<file path="src/rtl/ym_phase_pkg.sv">
// rtl/ym_phase_pkg.sv - shared constants, FSM encoding and width helper for the phase generator
// Purpose: chip-family divider/slot defaults, init-clear FSM state encoding,
//          and the divider counter width function used by every file.
// Ports:   none (package).
package ym_phase_pkg;

  // ym3438: 6 MCLK per internal cycle, 24 slots per frame.
  localparam int YM3438_DIV   = 6;
  localparam int YM3438_SLOTS = 24;

  // ym7101: board-dependent; these are starting values meant to be overridden
  // on the instance.
  localparam int YM7101_DIV   = 7;
  localparam int YM7101_SLOTS = 24;

  typedef enum logic [1:0] {
    ST_IDLE  = 2'd0,
    ST_HOLD  = 2'd1,
    ST_DRAIN = 2'd2
  } init_state_e;

  // Divider counter width; a 2-period divider still needs one bit.
  function automatic int div_width(input int div);
    return (div <= 2) ? 1 : $clog2(div);
  endfunction

endpackage

</file>
<file path="src/rtl/ym_phase_gen_if.sv">
// rtl/ym_phase_gen_if.sv - phase generator bus: IC pin in, enables/counters/clear out
// Purpose: bundles the IC input and every timing output of ym_phase_gen.
// Signals: ic (in to generator), c1, c2, div_cnt, slot, sync, ic_cyc (out).
// Modports: master = the generator, slave = the datapath consuming the phases.
interface ym_phase_gen_if #(
  parameter int DIV = ym_phase_pkg::YM3438_DIV
);

  localparam int DW = ym_phase_pkg::div_width(DIV);

  logic          ic;
  logic          c1;
  logic          c2;
  logic [DW-1:0] div_cnt;
  logic [4:0]    slot;
  logic          sync;
  logic          ic_cyc;

  modport master (
    input  ic,
    output c1, c2, div_cnt, slot, sync, ic_cyc
  );

  modport slave (
    output ic,
    input  c1, c2, div_cnt, slot, sync, ic_cyc
  );

endinterface

</file>
<file path="src/rtl/ym_phase_div.sv">
// rtl/ym_phase_div.sv - MCLK divider with registered c1/c2 enable decode
// Purpose: counts 0..DIV-1 and produces one-MCLK c1/c2 enables per internal cycle.
// Ports:   MCLK, reset (async, active-high) in;
//          div_cnt_o (divider position), wrap_o (next edge returns div_cnt to 0),
//          c1_o, c2_o (registered phase enables) out.
// Parameters: DIV >= 2; C1_POS, C2_POS < DIV and distinct.
module ym_phase_div
  import ym_phase_pkg::*;
#(
  parameter int DIV    = YM3438_DIV,
  parameter int C1_POS = 0,
  parameter int C2_POS = 3
) (
  input  logic                       MCLK,
  input  logic                       reset,
  output logic [div_width(DIV)-1:0]  div_cnt_o,
  output logic                       wrap_o,
  output logic                       c1_o,
  output logic                       c2_o
);

  localparam int            DW   = div_width(DIV);
  localparam logic [DW-1:0] LAST = DW'(DIV - 1);
  localparam logic [DW-1:0] C1_V = DW'(C1_POS);
  localparam logic [DW-1:0] C2_V = DW'(C2_POS);

  logic [DW-1:0] div_q;
  logic [DW-1:0] div_d;
  logic          c1_q;
  logic          c2_q;

  always_comb begin
    div_d = (div_q == LAST) ? '0 : div_q + DW'(1);
  end

  // Enables decode the next count so they line up with div_cnt in the same cycle.
  always_ff @(posedge MCLK or posedge reset) begin
    if (reset) begin
      div_q <= LAST;
      c1_q  <= 1'b0;
      c2_q  <= 1'b0;
    end else begin
      div_q <= div_d;
      c1_q  <= (div_d == C1_V);
      c2_q  <= (div_d == C2_V);
    end
  end

  assign div_cnt_o = div_q;
  assign wrap_o    = (div_q == LAST);
  assign c1_o      = c1_q;
  assign c2_o      = c2_q;

endmodule

</file>
<file path="src/rtl/ym_phase_gen.sv">
// rtl/ym_phase_gen.sv - master-clock phase generator: divider, slot counter, IC clear sequencing
// Purpose: divides MCLK into internal cycles, emits c1/c2, counts slots with a
//          frame sync and stretches the IC pin into the chip-internal clear.
// Ports:   MCLK (clock), reset (async, active-high);
//          bus (master): ic in; c1, c2, div_cnt, slot, sync, ic_cyc out.
// Parameters: DIV >= 2, SLOTS in 2..32, C1_POS/C2_POS < DIV and distinct.
module ym_phase_gen
  import ym_phase_pkg::*;
#(
  parameter int DIV    = YM3438_DIV,
  parameter int SLOTS  = YM3438_SLOTS,
  parameter int C1_POS = 0,
  parameter int C2_POS = 3
) (
  input  logic           MCLK,
  input  logic           reset,
  ym_phase_gen_if.master bus
);

  localparam int         DW        = div_width(DIV);
  localparam logic [4:0] SLOT_LAST = 5'(SLOTS - 1);

  logic [DW-1:0] div_cnt;
  logic          wrap;
  logic          c1;
  logic          c2;

  ym_phase_div #(
    .DIV    (DIV),
    .C1_POS (C1_POS),
    .C2_POS (C2_POS)
  ) u_div (
    .MCLK      (MCLK),
    .reset     (reset),
    .div_cnt_o (div_cnt),
    .wrap_o    (wrap),
    .c1_o      (c1),
    .c2_o      (c2)
  );

  logic        ic_meta_q;
  logic        ic_s_q;
  init_state_e state_q;
  init_state_e state_d;
  logic [4:0]  slot_q;
  logic [4:0]  slot_d;
  logic        sync_q;
  logic        ic_cyc_q;

  always_comb begin
    state_d = state_q;
    if (wrap) begin
      case (state_q)
        ST_IDLE:  if (ic_s_q) state_d = ST_HOLD;
        ST_HOLD:  if (!ic_s_q) state_d = ST_DRAIN;
        ST_DRAIN: begin
          if (ic_s_q)                   state_d = ST_HOLD;
          else if (slot_q == SLOT_LAST) state_d = ST_IDLE;
        end
        default:  state_d = ST_IDLE;
      endcase
    end
  end

  // Slot is pinned to 0 on any wrap that enters, stays in or leaves HOLD, so
  // the drain always starts at slot 0 and re-entry from DRAIN restarts the frame.
  always_comb begin
    slot_d = slot_q;
    if (wrap) begin
      if (state_q == ST_HOLD || state_d == ST_HOLD) slot_d = '0;
      else slot_d = (slot_q == SLOT_LAST) ? '0 : slot_q + 5'd1;
    end
  end

  always_ff @(posedge MCLK or posedge reset) begin
    if (reset) begin
      ic_meta_q <= 1'b0;
      ic_s_q    <= 1'b0;
      state_q   <= ST_IDLE;
      slot_q    <= SLOT_LAST;
      sync_q    <= 1'b1;
      ic_cyc_q  <= 1'b0;
    end else begin
      ic_meta_q <= bus.ic;
      ic_s_q    <= ic_meta_q;
      state_q   <= state_d;
      slot_q    <= slot_d;
      sync_q    <= (slot_d == SLOT_LAST);
      ic_cyc_q  <= (state_d != ST_IDLE);
    end
  end

  assign bus.c1      = c1;
  assign bus.c2      = c2;
  assign bus.div_cnt = div_cnt;
  assign bus.slot    = slot_q;
  assign bus.sync    = sync_q;
  assign bus.ic_cyc  = ic_cyc_q;

endmodule

</file>
<file path="src/flat_wrapper.sv">
// flat-port wrapper written by rule: the top's interface ports become plain ports
module ym_phase_gen_flat import ym_phase_pkg::*;
#(
  parameter int DIV    = YM3438_DIV,
  parameter int SLOTS  = YM3438_SLOTS,
  parameter int C1_POS = 0,
  parameter int C2_POS = 3
)
  (MCLK, reset, bus_ic, bus_c1, bus_c2, bus_div_cnt, bus_slot, bus_sync, bus_ic_cyc);
  ym_phase_gen_if #(.DIV(DIV)) bus_i ();
  input  logic MCLK;
  input  logic reset;
  input wire logic [$bits(bus_i.ic)-1:0] bus_ic;
  output wire logic [$bits(bus_i.c1)-1:0] bus_c1;
  output wire logic [$bits(bus_i.c2)-1:0] bus_c2;
  output wire logic [$bits(bus_i.div_cnt)-1:0] bus_div_cnt;
  output wire logic [$bits(bus_i.slot)-1:0] bus_slot;
  output wire logic [$bits(bus_i.sync)-1:0] bus_sync;
  output wire logic [$bits(bus_i.ic_cyc)-1:0] bus_ic_cyc;
  assign bus_i.ic = bus_ic;
  assign bus_c1 = bus_i.c1;
  assign bus_c2 = bus_i.c2;
  assign bus_div_cnt = bus_i.div_cnt;
  assign bus_slot = bus_i.slot;
  assign bus_sync = bus_i.sync;
  assign bus_ic_cyc = bus_i.ic_cyc;
  ym_phase_gen #(.DIV(DIV), .SLOTS(SLOTS), .C1_POS(C1_POS), .C2_POS(C2_POS)) u_core (.MCLK(MCLK), .reset(reset), .bus(bus_i));
endmodule
</file>
<file path="config.mk">
export PLATFORM = sky130hd
export DESIGN_NAME = ym_phase_gen_flat
export DESIGN_NICKNAME = d
export VERILOG_FILES = /design/src/rtl/ym_phase_pkg.sv /design/src/rtl/ym_phase_gen_if.sv /design/src/rtl/ym_phase_div.sv /design/src/rtl/ym_phase_gen.sv /design/src/flat_wrapper.sv
export SDC_FILE = /design/constraint.sdc
export NUM_CORES = 1
export LEC_CHECK = 0
export ABC_AREA = 1
export CAP_MARGIN = 20
export CORE_MARGIN = 10
export CORE_UTILIZATION = 52
export DETAILED_ROUTE_END_ITERATION = 6
export MAX_ROUTING_LAYER = met4
export PLACE_DENSITY_LB_ADDON = 0.05
export SKIP_LAST_GASP = 1
export SLEW_MARGIN = 30
export SYNTH_ARGS = -nofsm -noshare
export SYNTH_HDL_FRONTEND = slang
export SYNTH_SLANG_ARGS = --single-unit
</file>
<file path="constraint.sdc">
create_clock -name MCLK -period 3.45 [get_ports MCLK]
set_clock_uncertainty 0.2 [all_clocks]
set_input_delay 0.69 -clock MCLK [delete_from_list [all_inputs] [get_ports MCLK]]
set_output_delay 0.69 -clock MCLK [all_outputs]
set_load 0.02 [all_outputs]
</file>
==> metrics.md <==
| Metric | Value |
|---|---|
| Clock Power Share | `32.0%` |
| # placed instances | `112` |
| Row count | `13` |
| Post-synthesis cell area | `736 sq um` |
| Util after Layout | `70.7%` |
| Setup TNS | `0 ns` |
| Layout cells sized above 1 | `19.8%` |
| Initial antenna violation count | `0` |
| Synth Warn # | `0` |
| Sw Share | `25.7%` |
| Power consumption | `0.387 mW` |
| F_max | `421 MHz` |
| Unrepaired setup endpoints after global routing | `no` |
| Worst slew pin tran | `0.595 ns` |
| H-tree levels | `1` |
| Arrival @ worst endpoint | `1.48 ns` |
| DRC viols | `0` |
| Die area | `3320 sq um` |
| Area growth syn-to-layout | `26.5%` |
| WP buf/inv | `1` |
| Leak pwr | `0.449 nW` |
| Largest net degree at the start of global routing | `17` |
| Setup Viol. Count Final | `0` |
| Clock latency on the worst-skew pair | `0.29 ns` |
| Worst hold slack | `0.176 ns` |
| Worst min-delay path category | `flop to flop` |
| Status | `finished, final reports clean` |
| Setup Crit Path Kind | `flop to output pin` |
| Final net count | `106` |
| Synth Register Bits | `16` |
| Fin crit period | `~2.4 ns` |
| # IOs | `15` |
| Critical path's top delay family | `buffers and inverters` |
| Gate power share | `13.7%` |
| Number of global-route vias before repair | `around 590` |
| Average cell area after synthesis | `around 8.9 sq um` |
| CTS tree | `built` |
| Worst-path cell chain | `clkdlybuf4s50_1` |
| Congestion Overflow GR | `0` |
| Post-CTS Setup Repair Bufs | `0` |
| First-pass GRT wire length | `between 2000 and 3000 microns` |
| Seq pwr share | `54.3%` |
| Mapped Cells | `83` |
| Initial drt markers | `13` |
| Peak VDD IR | `0.310 mV` |
| Internal | `0.287 mW` |
| Final Cycle Share | `68.8%` |
| Deepest clock path buffer count | `2` |
| Number of diodes | `0` |
| Endpoint type of the worst setup path | `output pin` |
| Die height | `57.6 microns` |
| WL per Instance | `about 13 microns` |
| CTS Sinks | `16` |
| Starting Density | `a little under three fifths` |
| Sequential element share of the synthesized area | `55.6%` |
| WL final | `1460 microns` |
| Antenna Nets Post-Route | `0` |
| CTS Root Cell | `clkbuf_4` |
| Final RePlAce weighted congestion | `0.796` |
| Clk slew on worst S/H paths | `0.09 ns` |
| Vias/cell | `around 4.9` |
| CTS Hold Bufs | `0` |
| Fin. max-slew vios | `0` |
| CP max-delay cell | `clkdlybuf4s50_1` |
| Cell variety after synth | `17` |
| First drt pass iteration count | `4` |
| Worst path max stage delay | `~0.62 ns` |
| WP data required | `2.56 ns` |
| Die width | `between 50 and 60 microns` |
| Total GRT Usage | `9.97%` |
| TritonCTS Buffers | `3` |
| Max transition margin | `60.3%` |
| Max_cap viols | `0` |
| Port Buffer Count | `14` |
| Cts repair resizes | `0` |
| Final Hold Fails | `0` |
| DR vias | `572` |
| Crit path launch type | `flop` |
| Net Sw Power | `0.0995 mW` |
| Max FO, Critical Path | `4` |
| Final std cells w/o fill | `between 100 and 150` |
| Area of the core | `roughly 1300 sq um` |
| DP Wirelength | `1150 microns` |
| Post-Syn Nets | `between 80 and 90` |
| Power per Cell Area | `between 400 and 500 nW/um^2` |
path summary, 6_finish.rpt:
path,cells past startpoint,slack [ns],end,from
min in group asynchronous,2,0.56,u_core.bus.slot[3]$_DFF_PP0_,reset
worst max-delay path,1,1.08,bus_slot[1],u_core.bus.slot[1]$_DFF_PP1_
worst min-delay path,0,0.18,u_core.ic_s_q$_DFF_PP0_,u_core.ic_meta_q$_DFF_PP0_
worst min register to register,0,0.18,u_core.ic_s_q$_DFF_PP0_,u_core.ic_meta_q$_DFF_PP0_
worst max register to register,13,1.47,u_core.bus.sync$_DFF_PP1_,u_core.bus.slot[0]$_DFF_PP1_
max in group asynchronous,2,2.11,u_core.u_div.div_cnt_o[1]$_DFF_PP0_,reset
final cells by class:
class,instances,area (sq um)
flip-flops and latches,16,409
repair buffers,14,140
well taps,15,18.8
inverters,12,45.0
fillers,104,387
clock buffers,4,36.3
multi-input cells,55,282
cells by family (layout without fill, tap and decap cells):
logic type	count (synthesis)	after routing	synth area share, %
AND/OR/NAND/NOR	47	47	30.8
flip-flops	16	16	55.6
buffers and inverters	12	30	6.12
AO/OA/AOI/OAI	7	7	5.78
adder cells (fa/ha/maj)	1	1	1.70
flip-flops by register name, summed over array words and instances (netlist names):
signal and flops:
u_core.bus.slot 5, u_core.u_div.div_cnt_o 3, u_core.state_q 2, u_core.bus.ic_cyc 1, u_core.bus.sync 1, u_core.ic_meta_q 1
u_core.ic_s_q 1, u_core.u_div.c1_o 1, u_core.u_div.c2_o 1
through the flow:
step	cell area [sq um]	worst slack, ns
floorplan	736	1.62
global placement	895	1.41
detailed placement	895	1.39
CTS	931	1.06
global route	931	1.04
finish	931	1.08
synthesized netlist by cell type (all sizes together):
| library cell | n | share of area (%) |
|---|---|---|
| a21o | 1 | 1.2 |
| dfrtp | 9 | 31 |
| nor2 | 9 | 6.8 |
| nand2 | 27 | 15 |
| a21oi | 5 | 3.9 |
| nand3 | 8 | 6.1 |
| dfstp | 7 | 25 |
| inv | 12 | 6.1 |
| o21ai | 1 | 0.68 |
| nor3b | 1 | 1.0 |
| nand4 | 2 | 1.7 |
| ha | 1 | 1.7 |
power by group through the flow:
stage	Combinational (mW)	Sequential (mW)	Clock, mW
after floorplan	0.0240	0.220	0
after global placement	0.0520	0.212	0
after detailed placement	0.0540	0.213	0
after CTS	0.0540	0.210	0.127
after global routing	0.0593	0.212	0.135
final	0.0530	0.210	0.124
per-layer routing:
layer | up-vias | wire, microns | global-route usage [%] | share of wire (%)
met4 | 0 | 25 | 5.70 | 1.7
li1 | 297 | - | - | -
met3 | 3 | 82 | 3.49 | 5.6
met2 | 12 | 715 | 16.1 | 49
met5 | - | 0 | - | 0
met1 | 260 | 634 | 10.3 | 44
cells in the final DEF (no fill, tap or decap), types with 3 or more instances in the layout:
| cell type | netlist | final |
|---|---|---|
| nand2_2 | 4 | 4 |
| clkbuf_4 | 0 | 3 |
| inv_1 | 11 | 11 |
| nand3_1 | 7 | 7 |
| nor2_1 | 8 | 8 |
| a21oi_1 | 4 | 4 |
| clkdlybuf4s50_1 | 0 | 14 |
| dfstp_2 | 7 | 7 |
| nand2_1 | 23 | 23 |
| dfrtp_1 | 9 | 9 |
Power figures use the tool's default switching activity.
